**config.mk**
```make
export PLATFORM = sky130hd
export DESIGN_NAME = load_store_unit
export DESIGN_NICKNAME = d
export VERILOG_FILES = /design/src/rtl/load_store_unit.sv
export SDC_FILE = /design/constraint.sdc
export NUM_CORES = 1
export LEC_CHECK = 0
export CAP_MARGIN = 20
export CORE_UTILIZATION = 40
export CTS_CLUSTER_DIAMETER = 200
export DETAILED_ROUTE_END_ITERATION = 8
export PLACE_DENSITY = 0.8
export SYNTH_ARGS = -nofsm -noshare
export SYNTH_HDL_FRONTEND = slang
export SYNTH_SLANG_ARGS = --single-unit
export TNS_END_PERCENT = 20
```
**constraint.sdc**
```tcl
create_clock -name clk -period 1.85 [get_ports clk]
set_input_delay 0.4625 -clock clk [delete_from_list [all_inputs] [get_ports clk]]
set_output_delay 0.4625 -clock clk [all_outputs]
set_load 0.01 [all_outputs]
```
**src/rtl/load_store_unit.sv**
```systemverilog
// Load/store unit: performs one aligned 32-bit data-memory access per request
// over a req/ack bus, with address overflow/alignment checks and ack timeout.
//
// Ports:
//   clk, reset                 clock, synchronous active-high reset
//   start, is_load, is_store   request from control (sampled only in IDLE)
//   addr, addr_ovf, store_data effective address, ALU overflow, store value
//   busy, done, error          status to control; done/error are 1-cycle pulses
//   err_code                   0 none, 1 misaligned, 2 addr overflow, 3 timeout
//   load_data                  read data, updated only on a successful load
//   mem_req/we/addr/wdata      bus request, held stable until mem_ack
//   mem_ack, mem_rdata         bus completion and read data
module load_store_unit #(
  parameter int unsigned TMO_W   = 8,
  parameter int unsigned TMO_MAX = 200
) (
  input  logic        clk,
  input  logic        reset,
  input  logic        start,
  input  logic        is_load,
  input  logic        is_store,
  input  logic [31:0] addr,
  input  logic        addr_ovf,
  input  logic [31:0] store_data,
  output logic        busy,
  output logic        done,
  output logic        error,
  output logic [1:0]  err_code,
  output logic [31:0] load_data,
  output logic        mem_req,
  output logic        mem_we,
  output logic [31:0] mem_addr,
  output logic [31:0] mem_wdata,
  input  logic        mem_ack,
  input  logic [31:0] mem_rdata
);

  localparam logic [TMO_W-1:0] TMO_LAST = TMO_W'(TMO_MAX - 1);

  localparam logic [1:0] ERR_NONE  = 2'd0;
  localparam logic [1:0] ERR_ALIGN = 2'd1;
  localparam logic [1:0] ERR_OVF   = 2'd2;
  localparam logic [1:0] ERR_TMO   = 2'd3;

  typedef enum logic [1:0] {
    S_IDLE,
    S_REQ,
    S_DONE,
    S_ERR
  } state_t;

  state_t           state;
  logic [TMO_W-1:0] tmo_cnt;

  // Exactly one of load/store must be requested; anything else is ignored.
  logic valid_op;
  assign valid_op = is_load ^ is_store;

  // Single registered FSM; done/error pulse in the cycle after DONE/ERR.
  always_ff @(posedge clk) begin
    if (reset) begin
      state     <= S_IDLE;
      tmo_cnt   <= '0;
      busy      <= 1'b0;
      done      <= 1'b0;
      error     <= 1'b0;
      err_code  <= ERR_NONE;
      load_data <= '0;
      mem_req   <= 1'b0;
      mem_we    <= 1'b0;
      mem_addr  <= '0;
      mem_wdata <= '0;
    end else begin
      done  <= 1'b0;
      error <= 1'b0;
      case (state)
        S_IDLE: begin
          if (start && valid_op) begin
            busy <= 1'b1;
            if (addr_ovf) begin
              state    <= S_ERR;
              err_code <= ERR_OVF;
            end else if (addr[1:0] != 2'b00) begin
              state    <= S_ERR;
              err_code <= ERR_ALIGN;
            end else begin
              state     <= S_REQ;
              err_code  <= ERR_NONE;
              mem_req   <= 1'b1;
              mem_we    <= is_store;
              mem_addr  <= addr;
              mem_wdata <= is_store ? store_data : 32'd0;
              tmo_cnt   <= '0;
            end
          end
        end
        S_REQ: begin
          // An ack on the timeout edge takes precedence over the timeout.
          if (mem_ack) begin
            mem_req <= 1'b0;
            if (!mem_we) load_data <= mem_rdata;
            state <= S_DONE;
          end else if (tmo_cnt == TMO_LAST) begin
            mem_req  <= 1'b0;
            err_code <= ERR_TMO;
            state    <= S_ERR;
          end else begin
            tmo_cnt <= tmo_cnt + TMO_W'(1);
          end
        end
        S_DONE: begin
          done  <= 1'b1;
          busy  <= 1'b0;
          state <= S_IDLE;
        end
        S_ERR: begin
          error <= 1'b1;
          busy  <= 1'b0;
          state <= S_IDLE;
        end
        default: begin
          state <= S_IDLE;
          busy  <= 1'b0;
        end
      endcase
    end
  end

endmodule

```
==> summary.md, run 1 <==
| Metric | Value |
|---|---|
| Outcome | finished, final reports clean |
| Largest stage delay on the critical path | 0.53 ns |
| Area growth syn-to-layout | 70.4% |
| Final GP Congestion | 0.809 |
| Ys Warns | 0 |
| Number of remaining DRC errors | 0 |
| Crit path kind | flop to primary output |
| Initial antenna violation count | 0 |
| Worst-path fanout max | 1 |
| Hold Path Origin | reset |
| Root buf cell | clkbuf_8 |
| Worst Skew | 0.00809 ns |
| Via count | around 4400 |
| Initial Util | 41.0% |
| Die footprint | 10900 µm² |
| CP required | roughly 1.4 ns |
| Grt total ovfl | 0 |
| Worst Setup Start Kind | flop |
| Setup Buffers After CTS | 0 |
| Final setup vio count | 0 |
| Post-synthesis mux area share | 0% |
| Cell row count | 37 |
| Later-pin clock latency in the skew report | 0.50 ns |
| Max Fclk | 556 MHz |
| Mean Syn Cell Area | roughly 8.2 µm² |
| CP bufs+invs | 1 |
| Util after Layout | 69.8% |
| Unrepaired setup endpoints after global routing | no |
| Hold buffer count at cts | 0 |
| Slowest CP cell | clkdlybuf4s50_1 |
| Final period util | a little over nine tenths |
| DR WL/cell | about 15 µm |
| Max-Cap Viols | 0 |
| CTS Buf Count | 17 |
| HP Class | input port to flop |
| Slew margin rel. | 72.7% |
| Peak VDD IR | 0.000584 V |
| Worst EP arrival | 1.34 ns |
| CP cell instances | clkdlybuf4s50_1 |
| Power Density | 940 nW/µm² |
| Via density | 5.03 |
| Post-Synth Adder-Cell Area | 0.299% |
| First-pass GRT wire length | 20100 µm |
| Worst Setup SP | done$_SDFF_PP0_ |
| Count of different cell masters after synthesis | 37 |
| CTS sink count | 113 |
| Top cell family by delay on the critical path | buffers and inverters |
| Synthesized cell area | 4190 µm² |
| Sequential share of the synthesized area | 54.0% |
| Clock buffer depth | 2 |
| H-tree levels | 4 |
| Syn Inst Count | 509 |
| CTS tree | yes |
| Die span in y | 104 µm |
| Final Slew Violations | 0 |
| Area leader, netlist | dfxtp_1 |
| Routed WL | roughly 13000 µm |
| Post-synthesis simple-gate area fraction | 25.0% |
| DPL Wire Length | 8870 µm |
| Post-Syn Nets | 613 |
| Post-CTS sizing | 76 |
| DR iter-0 viols | 223 |
| Critical path capture point type | primary output |
| Synth Register Bits | ~110 |
| Routed Antenna Nets | 0 |
| Synth Area in XOR/XNOR | less than 1% |
| Final Hold Violating Endpoints | 0 |
| Pin count of the biggest net entering global routing | 36 |
| Compound-Gate Fraction of Synth Area | between 10% and 20% |
| Area of the core | a little over 10000 µm² |
| Drt pass-1 iters | 4 |
| Vias in the first global route | 4221 |
| Layout cell share with drive strength beyond 1 | about 8.7% |
| ANT cells | 0 |
| Die W | 104 µm |
| Largest family of logic cells by synthesized area | simple AND/OR/NAND/NOR gates |
| Worst Tran Pin Value | 0.408 ns |
| Leak | 3.32 nW |
| IO Port Bufs | ~210 |
| Ports | between 200 and 250 |
| Tmin final | 1.80 ns |
| Overall power | ~6.7 mW |
| Reg2reg start | tmo_cnt[0]$_SDFFE_PP0P_ |
| Share of the synthesized area in the top cell type | 54.0% |
| Final hold slack | ~0.27 ns |
| Nets | 823 |
| GR Util All Layers | 22.9% |
| Synth top area cells | dfxtp_1, nand2_1, a21oi_1 |
| Clock transition at path regs | approximately 0.050 ns |
==> stage by stage <==
stage / area [µm²] / setup TNS [ns] / setup slack [ns] / cells
after floorplan: 4190 / 0 / 0.298 / 509
after global placement: 6500 / -11.70 / -0.224 / 836
after detailed placement: 6500 / -15.56 / -0.316 / 836
after CTS: 7080 / 0 / 0.000424 / 868
after global routing: 7140 / 0 / 0.00144 / 868
final: 7140 / 0 / 0.0506 / 868
==> synthesized netlist by cell type (all sizes together) <==
library cell  instances
a211oi                4
a21oi               100
a31oi                 2
and2                  2
and2b                 1
and3                  2
and3b                 2
and4                  1
buf                  19
clkbuf               21
dfxtp               113
ha                    1
nand2               160
nand3                41
nand3b                3
nand4                 4
nand4b                2
nor2                  4
nor2b                 2
nor3                  4
nor3b                 4
nor4                  2
o211ai                1
o21a                  3
o21ai                 1
o21ba                 1
o21bai                1
o31a                  1
o31ai                 2
o41a                  1
o41ai                 1
or3                   1
or3b                  1
xor2                  1
==> kinds of logic after synthesis <==
kind of cell | count (synthesis)
flops | 113
compound gates | 118
fa+ha+maj | 1
xor+xnor | 1
buf+inv | 40
simple gates | 236
==> worst paths after layout <==
| path | end | slack [ns] | cells after the start |
|---|---|---|---|
| min reg2reg | mem_wdata[4]$_SDFFE_PP0P_ | 0.45 | 2 |
| max reg2reg | tmo_cnt[3]$_SDFFE_PP0P_ | 0.14 | 6 |
| max | done | 0.05 | 1 |
| min | load_data[28]$_SDFFE_PP0P_ | 0.27 | 2 |
==> placed cells by master, fill, tap and decap left out, types with 2 or more instances in the layout <==
cell	n
nor2_1	4
and3b_1	2
clkdlybuf4s50_1	102
nand4b_1	2
buf_12	7
dlygate4sd2_1	76
and3_1	2
a211oi_1	4
nand2_1	160
dfxtp_1	113
buf_4	20
clkbuf_16	16
o31ai_1	2
and2_1	2
a31oi_1	2
nand3_1	41
clkinv_4	4
a21oi_1	100
o21a_1	3
dlymetal6s2s_1	26
nor3b_1	3
bufinv_16	6
clkbuf_8	3
nand3b_1	3
nor3_1	4
nor2b_1	2
nor4_1	2
nand4_1	4
==> routing by layer <==
metal,GRT usage [%],up-vias,wire length [µm],part of all wire [%]
met3,8.40,14,1030,8.1
met2,39.5,199,6180,49
met5,0,-,0,0
li1,-,2145,-,-
met4,6.43,0,185,1.5
met1,26.5,2004,5270,42
==> state kept, by name, indices dropped and copies added, names as in the netlist <==
signal	cells
load_data	32
tmo_cnt	8
done	1
busy	1
state	2
mem_we	1
error	1
mem_wdata	32
mem_req	1
mem_addr	32
err_code	2
==> where the power goes <==
group	total, mW	internal, mW	switching (mW)
Sequential	2.51	2.48	0.0286
Clock	3.67	2.54	1.13
Combinational	0.536	0.321	0.215
==> worst reg2reg max path: stages (launching register included) <==
cell and delay (ns):
dfxtp_1 0.39, ha_1 0.24, nand4_1 0.22, o41ai_4 0.40, buf_4 0.19, nand3_1 0.07, a21oi_1 0.14
==> final cells by class <==
type	instances	area, µm²
repair buffers	231	2300
multi-input cells	356	1730
flip-flops and latches	113	2260
clock buffers	20	445
clock inverters	12	229
well taps	136	170
fillers	804	3090
No activity file was read; power rests on OpenSTA's default activity.
==> run 2: changes to the inputs <==
--- a/config.mk
+++ b/config.mk
@@ -9,6 +9,7 @@
 export CORE_UTILIZATION = 40
 export CTS_CLUSTER_DIAMETER = 200
 export DETAILED_ROUTE_END_ITERATION = 8
+export HOLD_SLACK_MARGIN = 0.15
 export PLACE_DENSITY = 0.8
 export SYNTH_ARGS = -nofsm -noshare
 export SYNTH_HDL_FRONTEND = slang
==> results of run 2 <==
Same layout as run 1: the final DEF is identical, and so are final timing and power.
==> run 3: changes to the inputs <==
--- a/config.mk
+++ b/config.mk
@@ -6,11 +6,13 @@
 export NUM_CORES = 1
 export LEC_CHECK = 0
 export CAP_MARGIN = 20
-export CORE_UTILIZATION = 40
+export CORE_UTILIZATION = 60
 export CTS_CLUSTER_DIAMETER = 200
 export DETAILED_ROUTE_END_ITERATION = 8
+export DONT_BUFFER_PORTS = 1
+export GPL_TIMING_DRIVEN = 0
 export HOLD_SLACK_MARGIN = 0.15
-export PLACE_DENSITY = 0.8
+export PLACE_DENSITY = 0.76
 export SYNTH_ARGS = -nofsm -noshare
 export SYNTH_HDL_FRONTEND = slang
 export SYNTH_SLANG_ARGS = --single-unit
==> run 3 against run 2 <==
Net effect: combinational power is 25% lower; worst setup slack better by 0.056 ns; total power shrank 5.1%; global-route usage rose by 18 points; highest routed layer unchanged.
==> summary.md, run 3 (synthesized netlist as in run 1, its figures left out) <==
| Metric | Value |
|---|---|
| Outcome | finished, final reports clean |
| Vias in the first global route | about 4600 |
| Unrepaired setup endpoints after global routing | no |
| First-pass GRT wire length | about 23000 µm |
| Drt pass-1 iters | 5 |
| Die span in y | between 80 and 90 µm |
| DR WL/cell | 20.7 µm |
| Worst Setup Start Kind | flop |
| Hold-critical path depth | 2 |
| Slowest CP cell | dfxtp_1 |
| Initial antenna violation count | 0 |
| Power share of the combinational group | 6.3% |
| Initial Util | between 60% and 70% |
| Sw frac | 21.4% |
| IO Port Bufs | 0 |
| Cell row count | 30 |
| Most common cell after layout, fill and taps aside | nand2_1 |
| Worst Tran Pin Value | 0.564 ns |
| Clk network pwr share | about 54% |
| Area growth syn-to-layout | 40.8% |
| CTS tree | yes |
| Routed Antenna Nets | 0 |
| Max-Cap Viols | 0 |
| Worst Skew | 0.00906 ns |
| CP cell instances | ha_2 > nand4_1 > o41ai_4 > buf_4 > nand3_1 > a31oi_1 |
| Worst EP arrival | 2.16 ns |
| Sequential power share | 39.9% |
| Filler cells | 338 |
| CTS sink count | between 100 and 150 |
| CTS Buf Count | 17 |
| Power Density | 1080 nW/µm² |
| Number of remaining DRC errors | 0 |
| Pin count of the biggest net entering global routing | 17 |
| Final hold slack | 0.179 ns |
| Worst-path fanout max | 8 |
| GR Util All Layers | 40.8% |
| Layout cell share with drive strength beyond 1 | 9.72% |
| Grt total ovfl | 0 |
| CP required | 2.27 ns |
| Ports | 206 |
| Die footprint | 7320 µm² |
| Later-pin clock latency in the skew report | 0.50 ns |
| Slew margin rel. | between 60% and 70% |
| Root buf cell | clkbuf_8 |
| HP Class | input port to flop |
| Die W | 85.6 µm |
| Critical path capture point type | flop |
| Regs by FF count | load_data: 32 flops, mem_addr: 32 flops, mem_wdata: 32 flops |
| Via count | between 4000 and 5000 |
| Final Slew Violations | 0 |
| Fin Setup TNS | 0 ns |
| Crit path kind | flop to flop |
| Overall power | 6.37 mW |
| Clock transition at path regs | about 0.060 ns |
| Int Pwr | 5.01 mW |
| Leak | between 2 and 2.5 nW |
| Via density | approximately 6.2 |
| Final Hold Violating Endpoints | 0 |
| Final period util | a little over nine tenths |
| Area of the core | 6760 µm² |
| Final setup vio count | 0 |
| H-tree levels | 4 |
| Max Fclk | 574 MHz |
| Peak VDD IR | between 0.0008 and 0.0009 V |
| R2R depth | 6 |
| DR iter-0 viols | 276 |
| Clock buffer depth | 2 |
| ANT cells | 0 |
| Most frequent cells in the layout | nand2_1, dfxtp_1, a21oi_1 |
| Routed WL | about 15000 µm |
| Largest stage delay on the critical path | just under 0.4 ns |
| Nets | 729 |
| Sw Pwr | about 1.4 mW |
| DPL Wire Length | 7740 µm |
| Tmin final | ~1.7 ns |
| Final GP Congestion | about 0.8 |
## run 3: cell types whose count changed in the layout (fill, tap and decap cells not counted), moves of 4 or more
cell	delta
buf_4	-15
clkinv_4	-4
clkdlybuf4s50_1	-102
dlymetal6s2s_1	-26
buf_12	-7
buf_2	+13
dlygate4sd3_1	+96
dlygate4sd2_1	-76
clkbuf_1	+18
## run 3: layout make-up
cell class,count,area (µm²),share of cell area (%)
well taps,80,100,1.70
plain buffers,40,200,3.39
clock buffers,22,473,8.01
multi-input cells,356,1740,29.5
clock inverters,10,155,2.63
repair buffers,97,968,16.4
flip-flops and latches,113,2260,38.3
## run 3: power groups by stage
stage / combinational [mW] / clock (mW) / sequential, mW
2_1_floorplan: 0.160 / 0 / 2.58
3_3_place_gp: 0.199 / 0 / 2.59
3_5_place_dp: 0.206 / 0 / 2.59
4_1_cts: 0.374 / 3.41 / 2.54
5_1_grt: 0.429 / 3.55 / 2.55
6_report: 0.404 / 3.43 / 2.54
## run 3: path summary, 6_finish.rpt
kind	from	to	slack (ns)
hold reg to reg	tmo_cnt[6]$_SDFFE_PP0P_	tmo_cnt[6]$_SDFFE_PP0P_	0.50
hold / removal	addr_ovf	err_code[0]$_SDFFE_PP0P_	0.18
setup reg to reg	tmo_cnt[0]$_SDFFE_PP0P_	tmo_cnt[2]$_SDFFE_PP0P_	0.11
setup / recovery	tmo_cnt[0]$_SDFFE_PP0P_	tmo_cnt[2]$_SDFFE_PP0P_	0.11
## run 3: repair_timing
| item | in CTS | in global routing |
|---|---|---|
| buffers inserted | 0 | 1 |
| hold buffers | 96 | 0 |
| endpoints found under the hold margin | 96 | 0 |
| resized for setup | 0 | 9 |
| endpoints found under the setup margin | 0 | 17 |
## run 3: critical path, delay by kind of cell, from the launching register on
kind                     cells  cell delay (ns)
flip-flops                   1             0.39
adder cells (fa/ha/maj)      1             0.25
buffers and inverters        1             0.20
AO/OA/AOI/OAI                2             0.50
AND/OR/NAND/NOR              2             0.31
## run 3: layer usage
| layer | track usage, % | routed length, µm | up-vias |
|---|---|---|---|
| met5 | 0 | 0 | - |
| met4 | 27.7 | 769 | 0 |
| met3 | 15.6 | 1400 | 74 |
| met2 | 70.8 | 7530 | 305 |
| met1 | 40.3 | 5170 | 2101 |
| li1 | - | - | 1960 |
## run 3: metrics by stage
stage               cell area (µm²)  setup WS [ns]  utilization [%]  std cells
floorplan                      4190          0.298                -        509
global placement               4290        -0.0775             63.5        589
detailed placement             4290         -0.124             63.5        589
CTS                            5880         0.0907             87.0        717
global route                   5900         0.0169             87.4        718
finish                         5900          0.107             87.4        718
